[config.mk]
export PLATFORM = sky130hd
export DESIGN_NAME = operand_hit_detector_flat
export DESIGN_NICKNAME = d
export VERILOG_FILES = /design/src/rtl/game_pkg.sv /design/src/rtl/operand_hit_detector_if.sv /design/src/rtl/operand_hit_channel.sv /design/src/rtl/operand_hit_detector.sv /design/src/flat_wrapper.sv
export SDC_FILE = /design/constraint.sdc
export NUM_CORES = 1
export LEC_CHECK = 0
export ABC_AREA = 1
export CAP_MARGIN = 5
export CORE_MARGIN = 10
export CORE_UTILIZATION = 62
export DETAILED_ROUTE_END_ITERATION = 12
export PLACE_DENSITY = 0.83
export SYNTH_ARGS = -nofsm -noshare
export SYNTH_HDL_FRONTEND = slang
export SYNTH_SLANG_ARGS = --single-unit
[constraint.sdc]
create_clock -name clk -period 3.1 [get_ports clk]
set_clock_uncertainty 0.1 [all_clocks]
set_input_delay 0.31 -clock clk [delete_from_list [all_inputs] [get_ports clk]]
set_output_delay 0.31 -clock clk [all_outputs]
set_load 0.01 [all_outputs]
[src/rtl/game_pkg.sv]
// game_pkg: shared operand constants and types for the operand collision logic
package game_pkg;
  localparam int NUM_OPS = 2;
  localparam int OP_PLUS = 0;
  localparam int OP_MINUS = 1;
  localparam int COOLDOWN_FRAMES_DEFAULT = 450;
  localparam int OP_IDX_W = (NUM_OPS > 1) ? $clog2(NUM_OPS) : 1;
  typedef logic [NUM_OPS-1:0] op_vec_t;
  typedef logic [OP_IDX_W-1:0] op_idx_t;
endpackage

[src/rtl/operand_hit_detector_if.sv]
// operand_hit_detector_if: frame/pixel inputs and hit outputs of the operand collision block
interface operand_hit_detector_if;
  import game_pkg::*;
  logic startOfFrame;
  logic enable;
  logic playerDR;
  op_vec_t operandDR;
  op_vec_t singleHit;
  logic hitValid;
  op_idx_t hitOp;
  modport master (
    output startOfFrame, enable, playerDR, operandDR,
    input singleHit, hitValid, hitOp
  );
  modport slave (
    input startOfFrame, enable, playerDR, operandDR,
    output singleHit, hitValid, hitOp
  );
endinterface

[src/rtl/operand_hit_channel.sv]
// operand_hit_channel: per-operand overlap counter, rising-contact detect and hit cooldown
module operand_hit_channel #(
  parameter int MIN_OVERLAP = 4,
  parameter int COOLDOWN_FRAMES = 450,
  parameter int CD_W = 9
) (
  input  logic clk,
  input  logic resetN,
  input  logic sof,
  input  logic enable,
  input  logic player_dr,
  input  logic operand_dr,
  output logic fire
);
  logic [7:0] ov_cnt_q, ov_cnt_d;
  logic prev_hit_q, prev_hit_d;
  logic [CD_W-1:0] cooldown_q, cooldown_d;
  logic frame_hit;
  // Count overlap within the frame; evaluate and restart at each frame boundary
  always_comb begin
    frame_hit = (ov_cnt_q >= 8'(MIN_OVERLAP)) && enable;
    fire = sof && frame_hit && !prev_hit_q && (cooldown_q == '0);
    ov_cnt_d = sof ? '0
             : (player_dr && operand_dr && enable && ov_cnt_q < 8'(MIN_OVERLAP)) ? ov_cnt_q + 8'd1
             : ov_cnt_q;
    prev_hit_d = sof ? frame_hit : prev_hit_q;
    cooldown_d = fire ? CD_W'(COOLDOWN_FRAMES)
               : (sof && cooldown_q != '0) ? cooldown_q - 1'b1
               : cooldown_q;
  end
  // Channel state; reset drops any partial frame count
  always_ff @(posedge clk or negedge resetN)
    if (!resetN) begin
      ov_cnt_q <= '0;
      prev_hit_q <= 1'b0;
      cooldown_q <= '0;
    end else begin
      ov_cnt_q <= ov_cnt_d;
      prev_hit_q <= prev_hit_d;
      cooldown_q <= cooldown_d;
    end
endmodule

[src/rtl/operand_hit_detector.sv]
// operand_hit_detector: per-operand hit pulses plus priority-encoded hit index for the game controller
module operand_hit_detector #(
  parameter int MIN_OVERLAP = 4,
  parameter int COOLDOWN_FRAMES = game_pkg::COOLDOWN_FRAMES_DEFAULT,
  parameter int CD_W = 9
) (
  input logic clk,
  input logic resetN,
  operand_hit_detector_if.slave bus
);
  import game_pkg::*;
  op_vec_t fire;
  op_vec_t single_hit_q, single_hit_d;
  logic hit_valid_q, hit_valid_d;
  op_idx_t hit_op_q, hit_op_d;
  for (genvar g = 0; g < NUM_OPS; g++) begin : g_ch
    operand_hit_channel #(
      .MIN_OVERLAP(MIN_OVERLAP),
      .COOLDOWN_FRAMES(COOLDOWN_FRAMES),
      .CD_W(CD_W)
    ) u_ch (
      .clk(clk),
      .resetN(resetN),
      .sof(bus.startOfFrame),
      .enable(bus.enable),
      .player_dr(bus.playerDR),
      .operand_dr(bus.operandDR[g]),
      .fire(fire[g])
    );
  end
  // Lowest-index fire wins the index, so plus takes priority over minus
  always_comb begin
    single_hit_d = fire;
    hit_valid_d = |fire;
    hit_op_d = '0;
    for (int i = NUM_OPS - 1; i >= 0; i--) hit_op_d = fire[i] ? OP_IDX_W'(i) : hit_op_d;
  end
  // Outputs registered together so the pulse and its index line up
  always_ff @(posedge clk or negedge resetN)
    if (!resetN) begin
      single_hit_q <= '0;
      hit_valid_q <= 1'b0;
      hit_op_q <= '0;
    end else begin
      single_hit_q <= single_hit_d;
      hit_valid_q <= hit_valid_d;
      hit_op_q <= hit_op_d;
    end
  assign bus.singleHit = single_hit_q;
  assign bus.hitValid = hit_valid_q;
  assign bus.hitOp = hit_op_q;
endmodule

[src/flat_wrapper.sv]
// flat-port wrapper written by rule: the top's interface ports become plain ports
module operand_hit_detector_flat import game_pkg::*;
#(
  parameter int MIN_OVERLAP = 4,
  parameter int COOLDOWN_FRAMES = game_pkg::COOLDOWN_FRAMES_DEFAULT,
  parameter int CD_W = 9
)
  (clk, resetN, bus_startOfFrame, bus_enable, bus_playerDR, bus_operandDR, bus_singleHit, bus_hitValid, bus_hitOp);
  operand_hit_detector_if bus_i ();
  input logic clk;
  input logic resetN;
  input wire logic [$bits(bus_i.startOfFrame)-1:0] bus_startOfFrame;
  input wire logic [$bits(bus_i.enable)-1:0] bus_enable;
  input wire logic [$bits(bus_i.playerDR)-1:0] bus_playerDR;
  input wire logic [$bits(bus_i.operandDR)-1:0] bus_operandDR;
  output wire logic [$bits(bus_i.singleHit)-1:0] bus_singleHit;
  output wire logic [$bits(bus_i.hitValid)-1:0] bus_hitValid;
  output wire logic [$bits(bus_i.hitOp)-1:0] bus_hitOp;
  assign bus_i.startOfFrame = bus_startOfFrame;
  assign bus_i.enable = bus_enable;
  assign bus_i.playerDR = bus_playerDR;
  assign bus_i.operandDR = bus_operandDR;
  assign bus_singleHit = bus_i.singleHit;
  assign bus_hitValid = bus_i.hitValid;
  assign bus_hitOp = bus_i.hitOp;
  operand_hit_detector #(.MIN_OVERLAP(MIN_OVERLAP), .COOLDOWN_FRAMES(COOLDOWN_FRAMES), .CD_W(CD_W)) u_core (.clk(clk), .resetN(resetN), .bus(bus_i));
endmodule
==> results.toml <==
[cts]
cts-root-buf = "clkbuf_4"
clkSinkCount = 40
cts_post_setup_buffers_inserted = 0
htree_levels = 2
cts_buffers = 5
cts_tree = "done"
path_clk_slew_ns = 0.11
clockBufferDepth = 2
clock_latency_ns = 0.36

[floorplanning]
row_count = 20
die_area_um2 = 5910
pin_count = 11
die_h_um = 76.9
core_area_um2 = 3080
die_x_um = 76.9
start_util_pct = 65.2

[timing]
relSlewSlack_pct = 42.4
min_period_over_period_pct = 55.9
rsz0062_at_grt = "no"
worstMarginPinSlew_ns = 0.864
setup_slack_ns = 1.37
fmax_mhz = 577
slew_violations = 0
min_period_ns = 1.73
finalSetupViolCount = 0
finalHoldViolations = 0
tns_ns = 0

[synth]
synth_edf_count = 0
synth.avg_cell_area_um2 = 7.93
ys_types = 20
synth_top_area_share_pct = 49.9
synth-xor-area-share_pct = 0
netlist_instances = 253
async_flop_share_pct = 100
ys_ff_latch = 40
syn_nets = 266
synth_common_cells = "nand2_1 (62), dfrtp_1 (40), inv_1 (39)"
synth_flop_cell = "dfrtp_1"
synthMuxAreaShare_pct = 0
synthAdderAreaFrac_pct = 3.74
yosys_warnings = 0
synth_most_common_cell = "nand2_1"
synth-compound-area-share_pct = 2.12
syn_area_um2 = 2010
synth_top_cell_by_area = "dfrtp_1"
synth_top_family_by_area = "simple AND/OR/NAND/NOR gates"
seq_area_frac_synth_pct = 49.9
synth-simple-area-share_pct = 34.4
synth.area.top_cells = "dfrtp_1 (50%), nand2_1 (12%), inv_1 (7.3%)"

[pwr]
seqPwrFrac_pct = 51.0
power_frac_comb_pct = 29.0
powerDensity_nw_per_um2 = 621
p_leak_uw = 0.00126
p_int_uw = 870
peakVddDrop_v = 0.000422
clockPowerShare_pct = 20.0
p_total_uw = 1380
p_switching_uw = 511
switching_share_pct = 37.0

[final_layout]
area_growth_pct = 10.8
final_area_um2 = 2220
regArea_um2 = 1000
fin_util_pct = 72.2
fillers = 238
antenna_cells = 0
nNetsFinal = 282
multi_input_comb_area_um2 = 808
drive_gt1_share_pct = 11.9

[grt]
grt_use_total_pct = 12.3
grt_max_degree = 41
antenna_found_initial = 0
overflow = 0
grt_pass1_vias = 1460
grt_pass1_wl_um = 6060

[setup_path]
r2r_slack_ns = 1.43
cp-end-kind = "register"
path_cells = "clkdlybuf4s50_1, nand2_1, inv_2, nand2_1, nor2_1, nand2_2, nand3_1, nand2_1"
reg2reg_from = "u_core.g_ch[1].u_ch.cooldown_q[0]$_DFFE_PN0P_"
startpoint = "bus_startOfFrame"
worstPathArrival_ns = 1.87
critPathMaxStageDelay_ns = 0.88
crit_slowest_cell = "clkdlybuf4s50_1"
critPathMaxFanout = 18
cp.required_ns = 3.24
startpoint_type = "input port"
crit_path_frequent_cell = "nand2_1"
path_class = "in -> reg"

[placed_design]
placed_cell_area_um2 = 2150
place.gp.congestion = 0.837
dp_slack_ns = 0.986
port_buffers = 10
dpl.hpwl_um = 2500

[drt]
finalWirelength_um = 3500
drt_iter0_drc = 166
wl_per_cell_um = 11.2
vias = 1531
ant_nets = 0
drc = 0
vias_per_cell = 4.88
drt_first_pass_iters = 4

[status]
outcome = "completed"

[worst_hold_path]
hp-class = "reg -> reg"
min-delay-start = "u_core.g_ch[0].u_ch.prev_hit_q$_DFFE_PN0P_"

[run]
maxCapViolCount = 0
[stage by stage]
step | hold WS, ns | cells
6_report | 0.395 | 314
5_1_grt | 0.420 | 314
4_1_cts | 0.397 | 314
3_5_place_dp | 0.369 | 305
3_3_place_gp | 0.363 | 305
2_1_floorplan | -0.0856 | 253
[cells by family (layout without fill, tap and decap cells)]
family | count (synthesis) | after routing
buffers and inverters | 52 | 69
AOI/OAI and AO/OA | 8 | 8
adders and majority gates | 6 | 6
and+or+nand+nor | 147 | 147
DFF | 40 | 40
[final timing paths]
kind	endpoint	depth (start not counted)
setup / recovery	u_core.g_ch[0].u_ch.cooldown_q[0]$_DFFE_PN0P_	8
setup reg to reg	u_core.g_ch[1].u_ch.cooldown_q[1]$_DFFE_PN0P_	9
hold reg to reg	u_core.g_ch[0].u_ch.prev_hit_q$_DFFE_PN0P_	2
hold / removal	u_core.g_ch[0].u_ch.prev_hit_q$_DFFE_PN0P_	2
max in group asynchronous	u_core.g_ch[0].u_ch.cooldown_q[0]$_DFFE_PN0P_	2
min in group asynchronous	u_core.bus.hitOp$_DFF_PN0_	2
[worst max-delay path, delay by kind of cell]
family                 cells  cell delay, ns
buffers and inverters      2            0.96
AND/OR/NAND/NOR            6            0.61
[state kept, by name, summed over array words and instances (netlist names)]
register                     cells
u_core.g_ch.u_ch.prev_hit_q      2
u_core.bus.hitOp                 1
u_core.bus.hitValid              1
u_core.g_ch.u_ch.ov_cnt_q       16
u_core.g_ch.u_ch.cooldown_q     18
u_core.bus.singleHit             2
[per-layer routing]
layer / wire [um] / share of wire (%) / track usage, % / vias up
met1: 1670 / 48 / 14.3 / 693
met5: 0 / 0 / 0 / -
li1: - / - / - / 811
met2: 1610 / 46 / 20.3 / 20
met3: 154 / 4.4 / 3.38 / 7
met4: 63 / 1.8 / 6.13 / 0
[placed cells by master, fill, tap and decap left out]
cell type and n:
inv_2 10, nor3b_1 1, clkbuf_1 1, nor2_2 2, nor2_4 3, dfrtp_1 40, o21ai_0 6, clkbuf_8 1
nand3b_4 2, clkdlybuf4s50_1 9, nand4_1 8, clkinvlp_4 1, inv_1 39, nor2_1 34, clkbuf_4 5, nor3_1 5
dlygate4sd3_1 1, ha_1 6, buf_2 1, a21oi_1 1, nand2_1 62, buf_4 1, nand3_1 24, nand2_2 5
nand3_2 1, o21a_1 1
[power by group through the flow]
stage / registers [uW] / clock network, uW / logic (uW)
after CTS: 702 / 285 / 403
after global placement: 709 / 0 / 386
final: 704 / 277 / 401
after global routing: 715 / 312 / 473
after floorplan: 692 / 0 / 327
after detailed placement: 712 / 0 / 398
[final cells by class]
type / count / area share (%)
well taps: 44 / 2.48
flip-flops and latches: 40 / 45.0
clock buffers: 7 / 2.48
inverters: 49 / 8.27
multi-input cells: 161 / 36.4
clock inverters: 1 / 0.338
repair buffers: 12 / 5.06
[what timing repair did]
| action | in CTS | in global routing |
|---|---|---|
| endpoints found under the hold margin | 33 | 0 |
| hold buffers | 1 | 0 |
| gates resized for setup | 0 | 0 |
Power figures use the tool's default switching activity.
